File: src/rtl/uart_rx_word.sv
// -----------------------------------------------------------------------------
// uart_rx_word
//
// 8N1 UART receiver. It gathers received bytes into a 16-bit display word for
// a seven-segment driver. Each correctly framed byte is shifted into the low
// byte of data_o, and the previous low byte moves up to [15:8].
//
// Parameters
//   CLKFREQ      system clock frequency in Hz
//   BAUD         serial bit rate; one bit lasts BIT_TICKS = CLKFREQ/BAUD cycles
//
// Ports
//   clk          system clock, all logic on the rising edge
//   rst          synchronous, active-high reset
//   rx_i         asynchronous serial line (idle high, LSB first)
//   data_o       display word, newest byte in [7:0]
//   byte_o       last correctly framed byte
//   byte_valid_o one-cycle pulse; byte_o/data_o update on the same edge
//   frame_err_o  one-cycle pulse when the stop bit is sampled low
// -----------------------------------------------------------------------------
module uart_rx_word #(
  parameter int CLKFREQ = 100_000_000,
  parameter int BAUD    = 115_200
) (
  input  logic        clk,
  input  logic        rst,
  input  logic        rx_i,
  output logic [15:0] data_o,
  output logic [7:0]  byte_o,
  output logic        byte_valid_o,
  output logic        frame_err_o
);

  localparam int BIT_TICKS  = CLKFREQ / BAUD;
  localparam int HALF_TICKS = BIT_TICKS / 2;
  localparam int CNT_W      = (BIT_TICKS > 2) ? $clog2(BIT_TICKS) : 1;

  // Terminal counts: the middle of the start bit, and one full bit after that.
  localparam logic [CNT_W-1:0] CNT_MID  = CNT_W'(HALF_TICKS - 1);
  localparam logic [CNT_W-1:0] CNT_LAST = CNT_W'(BIT_TICKS - 1);
  localparam logic [CNT_W-1:0] CNT_ONE  = CNT_W'(1);

  typedef enum logic [2:0] {
    S_IDLE,
    S_START,
    S_DATA,
    S_STOP,
    S_WAIT_IDLE
  } state_t;

  // Two-flop synchronizer. Both flops reset to the idle (high) line level, so
  // reset can never appear to the FSM as a start bit.
  logic rx_meta_q, rx_meta_d;
  logic rx_sync_q, rx_sync_d;

  state_t           state_q, state_d;
  logic [CNT_W-1:0] cnt_q,   cnt_d;
  logic [2:0]       idx_q,   idx_d;
  logic [7:0]       shift_q, shift_d;
  logic [15:0]      data_q,  data_d;
  logic [7:0]       byte_q,  byte_d;
  logic             valid_q, valid_d;
  logic             err_q,   err_d;

  logic rx;
  assign rx = rx_sync_q;

  // NOTE: every _d gets a default before the case statement. This means no
  // path leaves a combinational output unassigned, so no latch can be
  // inferred. The pulses default to 0, which makes them last exactly one cycle.
  always_comb begin
    rx_meta_d = rx_i;
    rx_sync_d = rx_meta_q;
    state_d   = state_q;
    cnt_d     = cnt_q;
    idx_d     = idx_q;
    shift_d   = shift_q;
    data_d    = data_q;
    byte_d    = byte_q;
    valid_d   = 1'b0;
    err_d     = 1'b0;

    unique case (state_q)
      S_IDLE: begin
        cnt_d = '0;
        if (!rx) begin
          state_d = S_START;
        end
      end

      // Wait half a bit and re-check the line. A low that has already gone
      // away is treated as a glitch and dropped without any output pulse.
      S_START: begin
        if (cnt_q == CNT_MID) begin
          cnt_d = '0;
          if (!rx) begin
            state_d = S_DATA;
            idx_d   = 3'd0;
          end else begin
            state_d = S_IDLE;
          end
        end else begin
          cnt_d = cnt_q + CNT_ONE;
        end
      end

      // The sample points now fall in the middle of each bit. The line is
      // ignored between sample points.
      S_DATA: begin
        if (cnt_q == CNT_LAST) begin
          cnt_d          = '0;
          shift_d[idx_q] = rx;
          if (idx_q == 3'd7) begin
            state_d = S_STOP;
          end else begin
            idx_d = idx_q + 3'd1;
          end
        end else begin
          cnt_d = cnt_q + CNT_ONE;
        end
      end

      // Leave STOP at the middle of the stop bit. That leaves half a bit to
      // catch a start bit that follows immediately.
      S_STOP: begin
        if (cnt_q == CNT_LAST) begin
          cnt_d = '0;
          if (rx) begin
            byte_d  = shift_q;
            data_d  = {data_q[7:0], shift_q};
            valid_d = 1'b1;
            state_d = S_IDLE;
          end else begin
            err_d   = 1'b1;
            state_d = S_WAIT_IDLE;
          end
        end else begin
          cnt_d = cnt_q + CNT_ONE;
        end
      end

      // After a framing error the line may still be low (a break, for
      // example). Look for a new start bit only after the line goes high again.
      S_WAIT_IDLE: begin
        cnt_d = '0;
        if (rx) begin
          state_d = S_IDLE;
        end
      end

      default: begin
        cnt_d   = '0;
        state_d = S_IDLE;
      end
    endcase
  end

  // NOTE: sequential state uses non-blocking assignments only. Every flop then
  // samples its _d from before the edge, whatever order the lines appear in.
  // NOTE: every flop is reset, including the shift register, so nothing
  // from a frame cut short by reset can reach byte_o or data_o.
  always_ff @(posedge clk) begin
    if (rst) begin
      rx_meta_q <= 1'b1;
      rx_sync_q <= 1'b1;
      state_q   <= S_IDLE;
      cnt_q     <= '0;
      idx_q     <= 3'd0;
      shift_q   <= 8'h00;
      data_q    <= 16'h0000;
      byte_q    <= 8'h00;
      valid_q   <= 1'b0;
      err_q     <= 1'b0;
    end else begin
      rx_meta_q <= rx_meta_d;
      rx_sync_q <= rx_sync_d;
      state_q   <= state_d;
      cnt_q     <= cnt_d;
      idx_q     <= idx_d;
      shift_q   <= shift_d;
      data_q    <= data_d;
      byte_q    <= byte_d;
      valid_q   <= valid_d;
      err_q     <= err_d;
    end
  end

  assign data_o       = data_q;
  assign byte_o       = byte_q;
  assign byte_valid_o = valid_q;
  assign frame_err_o  = err_q;

endmodule

File: config.mk
export PLATFORM = sky130hd
export DESIGN_NAME = uart_rx_word
export DESIGN_NICKNAME = d
export VERILOG_FILES = /design/src/rtl/uart_rx_word.sv
export SDC_FILE = /design/constraint.sdc
export NUM_CORES = 1
export LEC_CHECK = 0
export CAP_MARGIN = 20
export CORE_MARGIN = 1
export CORE_UTILIZATION = 40
export DETAILED_ROUTE_END_ITERATION = 8
export DONT_BUFFER_PORTS = 1
export PLACE_DENSITY = 0.61
export SETUP_SLACK_MARGIN = 0.4
export SLEW_MARGIN = 20
export SYNTH_ARGS = -nofsm -noshare
export SYNTH_HDL_FRONTEND = slang
export SYNTH_SLANG_ARGS = --single-unit
export TNS_END_PERCENT = 10
File: constraint.sdc
create_clock -name clk -period 4.6 [get_ports clk]
set_input_delay 0.46 -clock clk [delete_from_list [all_inputs] [get_ports clk]]
set_output_delay 0.46 -clock clk [all_outputs]
set_load 0.02 [all_outputs]
==> run metrics, run 1 <==
Post-CTS Setup Inserts 0; All-Layer GR Usage 0.141; fin crit period 2060 ps; final-report hold violation count 0; Syn Area/Cell 9.28 µm²; Root Driver clkbuf_8; net count after synthesis 221; Routed wire per std cell 12.8 µm; Synth Cell Area 0.00199 mm²; synth top area cells dfxtp_1 (44%), mux2i_1 (8.1%), nor2_1 (5.9%); drt drc 0; post-synth top area share 0.444; core area 0.00475 mm²; RSZ-0062 raised after global routing false; Synth-to-Final Area Change 4.85%; crit path cell chain ha_1 > nor4bb_1 > a41oi_1 > o21ai_1 > nor2_1; Starting DRT DRC Count 64; clk_skew 13.0 ps; clk buf depth 2; Synth Flop Type dfxtp_1; # resized after CTS 0; share of cells above drive strength 1 0.0891; Row Count 25; final cell count without fillers 269; Netlist cell types 44; Synth Register Bits 44; status finished clean; final net count 208; I/O Pins 29; vias post-DR 1,415; Initial Util 0.418; global-route wire length before repair 5.76 mm; Via density 5.26; flop2flop setup slack 2540 ps; worst vdd ir 0.000180 V; Worst path max stage delay 620 ps; crit end category flip-flop; die area 0.00525 mm²; routability cong. 0.796; largest net degree at the start of global routing 39; Slew HR 0.505; DRT Wirelength 3.44 mm; GRT Residual Overflow 0; CP Max Fanout 10; number of global-route vias before repair 1,246; hold buffers post-CTS 0; most frequent cell after synthesis dfxtp_1; IO buf count 0; post-synthesis sequential area ratio 0.444; H-tree levels 2; Worst EP arrival 2210 ps; initial antenna violation count 0; max-slew violations 0; crit path max-delay cell type o21ai_1; Post-synth EDFFs 0; Worst Hold Margin 221 ps; P_leak 0.660 nW; Fmax 487 MHz; Hold Crit Class in -> reg; register clock-pin slew on the reported worst setup and hold paths 90 ps; Power per Cell Area 335 mW/mm²; FFs w/ async S/R, synth 0; Slew @ Worst Pin 738 ps; CTS tree yes; n_diodes 0; most common library cells after synthesis dfxtp_1 (44), nor2_1 (31), mux2i_1 (16); CTS buffer count 5; critical path type reg -> reg; Die Height 72.5 µm; Worst EP required 4760 ps; Die Wd 72.5 µm; # fillers 481; critical path launch point type flip-flop; max cap viols 0; Final Util 0.438; DP Wirelength 2.30 mm; Sink Count 44; Gate Count Post-Synth 214; later-pin clock latency in the skew report 300 ps; Post-DRT Antenna Nets 0; Placed Cells 261; TritonRoute pass-1 iters 4; period utilisation layout 0.447; cell taking the most area after synthesis dfxtp_1; synth warn 0; TNS Setup 0 ps; Final Setup Violations 0
## state kept, by name, indices dropped and copies added, names as in the netlist
signal and cells:
data_o 16, idx_q 3, frame_err_o 1, shift_q 8, state_q 3, byte_valid_o 1
rx_meta_q 1, cnt_q 10, rx 1
## power by group
part / internal (mW) / total (mW) / switching [mW]
Clock: 0.178 / 0.310 / 0.133
Combinational: 0.00231 / 0.00329 / 0.000983
Sequential: 0.382 / 0.383 / 0.00184
Total: 0.561 / 0.697 / 0.135
## stage by stage
stage	total power [mW]	setup slack, ps	cell area (µm²)
detailed placement	0.396	2530	1960
global route	0.723	2240	2080
CTS	0.706	2520	2080
floorplan	0.399	2720	1990
global placement	0.396	2620	1960
finish	0.697	2540	2080
## layout by cell type, fill, tap and decap left out, drive strengths merged, types with 6 or more instances in the layout
master / count
dfxtp: 44
nor2: 31
mux2i: 16
nand4: 14
a21oi: 10
nand2b: 6
clkbuf: 6
o21ai: 6
## layer usage
metal / track usage / routed length [µm] / part of all wire / vias up
li1: - / - / - / 727
met1: 0.185 / 1770 / 0.51 / 654
met2: 0.201 / 1430 / 0.42 / 25
met3: 0.0458 / 166 / 0.048 / 9
met4: 0.0806 / 80 / 0.023 / 0
met5: 0 / 0 / 0 / -
## cells by family after synthesis
family	count (synthesis)	synth area share
buffers and inverters	25	0.0662
adders and majority gates	4	0.0252
DFF	44	0.444
xor gates and xnor gates	8	0.0353
AOI/OAI and AO/OA	29	0.0933
and+or+nand+nor	88	0.256
muxes	16	0.0807
## worst max-delay path, delay by kind of cell (launching register included)
family                   cells  cell delay, ps
AO/OA/AOI/OAI                2             820
AND/OR/NAND/NOR              2             520
adder cells (fa/ha/maj)      1             170
flip-flops                   1             400
## cell type report
class	instances	area, µm²	area share
multi-input cells	145	973	0.468
flip-flops and latches	44	881	0.423
well taps	67	83.8	0.0403
clock buffers	6	82.6	0.0397
clock inverters	2	38.8	0.0186
inverters	4	15.0	0.00721
repair buffers	1	7.51	0.00361
## final timing paths
path                             end                 start  depth (start not counted)
max              cnt_q[6]$_SDFF_PP0_   cnt_q[0]$_SDFF_PP0_                          5
min          shift_q[2]$_SDFFE_PP0P_                   rst                          1
max reg2reg      cnt_q[6]$_SDFF_PP0_   cnt_q[0]$_SDFF_PP0_                          5
min reg2reg            rx$_SDFF_PP1_  rx_meta_q$_SDFF_PP1_                          1
Note: power is estimated with default switching activity, not from simulation.
==> run 2: changes to the inputs <==
- ABC_AREA: unset -> 1
- PLACE_DENSITY: 0.61 -> 0.63
- clock period: 4.6 -> 1.69 ns (I/O delays scaled with it)
==> run 2 against run 1 <==
Against the previous run: final area grew 17%; utilization grew 6.4 points; wire length is 20% higher; die area rose by 3.8%; via count grew 22%; clock power up 120%; maximum frequency increased by 41%; critical endpoint is now data_o[14]$_SDFFE_PP0P_.
==> run metrics, run 2 <==
post-synth top area share 0.427 (was 0.444); WL met3 171 µm (was 166 µm); Synth Flop Type dfxtp_1 (unchanged); crit path cell chain ha_4 > inv_2 > nor2_4 > nand3_4 > nor2_4 > buf_12 > nand2_8 > o21ai_0 > nor2_1 (was ha_1 > nor4bb_1 > a41oi_1 > o21ai_1 > nor2_1); global-route wire length before repair 7.02 mm (was 5.76 mm); Worst R2R Path Depth 9 (was 5); CTS tree yes (unchanged); I/O Pins 29 (unchanged); number of buffers and inverters on the critical path 2 (was 0); initial antenna violation count 0 (unchanged); n_diodes 0 (unchanged); DRT Wirelength 4.11 mm (was 3.44 mm); CTS buffer count 5 (unchanged); Power per Cell Area 986 mW/mm² (was 335 mW/mm²); crit path max-delay cell type dfxtp_2 (was o21ai_1); Slew @ Worst Pin 473 ps (was 738 ps); Logic pwr share 0.247 (was 0.005); Post-DRT Antenna Nets 0 (unchanged); CP top delay family simple AND/OR/NAND/NOR gates (was compound AO/OA/AOI/OAI gates); Initial Util 0.426 (was 0.418); most common library cells after synthesis nor2_1 (75), nand2_1 (45), dfxtp_1 (44) (was dfxtp_1 (44), nor2_1 (31), mux2i_1 (16)); routability cong. 0.851 (was 0.796); GRT Residual Overflow 0 (unchanged); Hold Crit Class in -> reg (unchanged); Gate Count Post-Synth 285 (was 214); DP Wirelength 2.61 mm (was 2.30 mm); Worst EP required 1900 ps (was 4760 ps); synth top area cells dfxtp_1 (43%), nor2_1 (14%), nand2_1 (8.2%) (was dfxtp_1 (44%), mux2i_1 (8.1%), nor2_1 (5.9%)); most frequent cell after synthesis nor2_1 (was dfxtp_1); DR WL met2 1.78 mm (was 1.43 mm); crit end category flip-flop (unchanged); Starting DRT DRC Count 135 (was 64); Netlist cell types 29 (was 44); Die Wd 73.8 µm (was 72.5 µm); placed cell areas 0.00210 mm² (was 0.00196 mm²); Synth Cell Area 0.00206 mm² (was 0.00199 mm²); net count after synthesis 292 (was 221); flop2flop setup slack 240 ps (was 2540 ps); clock power share 0.278 (was 0.445); Crit path top cell by count nor2_4; Final Setup Violations 0 (unchanged); storage element area 891 µm² (was 881 µm²); instance count on the critical path 9 (was 5); CP Max Fanout 8 (was 10); TritonRoute pass-1 iters 5 (was 4); RSZ-0062 raised after global routing true (was false); All-Layer GR Usage 0.169 (was 0.141); footprint of the multi-input gates 0.00112 mm² (was 973 µm²); Synth Register Bits 44 (unchanged); Final Cell Area 0.00243 mm² (was 0.00208 mm²); DR top layer met4 (unchanged); Worst EP arrival 1660 ps (was 2210 ps); Slew HR 0.684 (was 0.505); cell taking the most area after synthesis dfxtp_1 (unchanged); metal1 wirelength 2.09 mm (was 1.77 mm); final-report hold violation count 0 (unchanged); die area 0.00545 mm² (was 0.00525 mm²); Largest register FFs 16 (unchanged); Post-synth EDFFs 0 (unchanged); Via density 4.78 (was 5.26); fin crit period 1450 ps (was 2060 ps); r2r endpoint data_o[14]$_SDFFE_PP0P_ (was cnt_q[6]$_SDFF_PP0_); Row Count 25 (unchanged); Worst Setup SP cnt_q[1]$_SDFF_PP0_ (was cnt_q[0]$_SDFF_PP0_); Syn Area/Cell 7.24 µm² (was 9.28 µm²); core area 0.00485 mm² (was 0.00475 mm²); # fillers 492 (was 481); Sink Count 44 (unchanged); drt drc 0 (unchanged); FFs w/ async S/R, synth 0 (unchanged); Synth-to-Final Area Change 17.8% (was 4.85%); Fmax 688 MHz (was 487 MHz); H-tree levels 2 (unchanged); Sw Share 0.348 (was 0.194); Switch Pwr 0.834 mW (was 0.135 mW); later-pin clock latency in the skew report 300 ps (about the same); share of cells above drive strength 1 0.207 (was 0.0891); Int Pwr 1.56 mW (was 0.561 mW); critical path launch point type flip-flop (unchanged); post-synthesis sequential area ratio 0.427 (was 0.444); max cap viols 0 (unchanged); Die Height 73.8 µm (was 72.5 µm); P_leak 0.995 nW (was 0.660 nW); Routed wire per std cell 11.4 µm (was 12.8 µm); Reg2Reg Launch Point cnt_q[1]$_SDFF_PP0_ (was cnt_q[0]$_SDFF_PP0_); clk buf depth 2 (unchanged); worst vdd ir 0.000565 V (was 0.000180 V); largest net degree at the start of global routing 16 (was 39); vias post-DR 1,725 (was 1,415); critical path type reg -> reg (unchanged); Final Util 0.501 (was 0.438); TNS Setup 0 ps (unchanged); period utilisation layout 0.860 (was 0.447); max-slew violations 0 (unchanged); IO buf count 0 (unchanged); most frequent cells in the layout nor2_1 (70), nand2_1 (42), dfxtp_1 (38), inv_1 (27), nand4_1 (13) (was dfxtp_1 (44), nor2_1 (31), mux2i_1 (16), nand4_1 (14), a21oi_1 (10)); leading cell type in the layout, fill and taps excluded nor2_1 (was dfxtp_1); Flop pwr share 0.475 (was 0.550); Worst Hold Margin 88.2 ps (was 221 ps); status finished clean (unchanged); CP endpoint data_o[14]$_SDFFE_PP0P_ (was cnt_q[6]$_SDFF_PP0_); clk_skew 10.1 ps (was 13.0 ps); Worst path max stage delay 370 ps (was 620 ps); register clock-pin slew on the reported worst setup and hold paths 90 ps (about the same); number of global-route vias before repair 1,584 (was 1,246); Root Driver clkbuf_8 (unchanged); synth warn 0 (unchanged); final net count 300 (was 208)
[run 2: cell count changes after synthesis, sizes merged, moves of 9 or more]
cell,change
nor2,+51
nand2,+43
inv,+25
mux2i,-16
nand3,+11
o21ai,+10
clkbuf,-9
[run 2: per-stage QoR]
step	worst slack (ps)	std cells	total power, mW
global placement	152	342	1.62
global route	110	361	2.54
detailed placement	95.3	342	1.62
CTS	232	361	2.40
floorplan	261	285	1.53
finish	236	361	2.40
[run 2: tightest hold or removal path, delay by kind of cell]
family          cells  cell delay (ps)
simple gates        2              130
compound gates      1               40
[run 2: layout make-up]
class | instances | area share
repair buffers | 13 | 0.0556
clock inverters | 3 | 0.00978
flip-flops and latches | 44 | 0.366
clock buffers | 5 | 0.0283
multi-input cells | 199 | 0.459
inverters | 30 | 0.0463
well taps | 67 | 0.0345
[run 2: power by group through the flow]
| stage | logic (mW) | clock network, mW | registers [mW] |
|---|---|---|---|
| 5_1_grt | 0.664 | 0.730 | 1.15 |
| 3_5_place_dp | 0.460 | 0 | 1.16 |
| 6_report | 0.591 | 0.667 | 1.14 |
| 4_1_cts | 0.573 | 0.690 | 1.14 |
| 2_1_floorplan | 0.386 | 0 | 1.14 |
| 3_3_place_gp | 0.458 | 0 | 1.16 |
[run 2: worst min-delay path by stage]
| stage | start | end | slack, ps | depth (start not counted) |
|---|---|---|---|---|
| 2_1_floorplan | rst | idx_q[1]$_SDFFE_PP0P_ | 240 | 1 |
| 3_3_place_gp | rst | idx_q[2]$_SDFFE_PP0P_ | 240 | 1 |
| 3_5_place_dp | rst | idx_q[2]$_SDFFE_PP0P_ | 240 | 1 |
| 4_1_cts | rst | cnt_q[9]$_SDFF_PP0_ | 80 | 3 |
| 5_1_grt | rst | cnt_q[9]$_SDFF_PP0_ | 80 | 3 |
| 6_report | rst | cnt_q[9]$_SDFF_PP0_ | 90 | 3 |
[run 2: metal layers]
metal	vias up	global-route usage
li1	913	-
met1	773	0.216
met2	32	0.270
met3	7	0.0439
met4	0	0.0641
met5	-	0
[run 2: cells by family after synthesis]
| kind of cell | share of synthesized area |
|---|---|
| flip-flops | 0.427 |
| AND/OR/NAND/NOR | 0.365 |
| adder cells (fa/ha/maj) | 0.0243 |
| AO/OA/AOI/OAI | 0.0503 |
| XOR/XNOR | 0.0297 |
| buffers and inverters | 0.104 |
[run 2: what timing repair did]
action,4_1_cts,5_1_grt
setup endpoints to repair,41,42
setup buffers,6,0
gates resized for setup,23,11
hold buffers,2,0
pin swaps,11,4
gates cloned,3,0
endpoints found under the hold margin,4,0
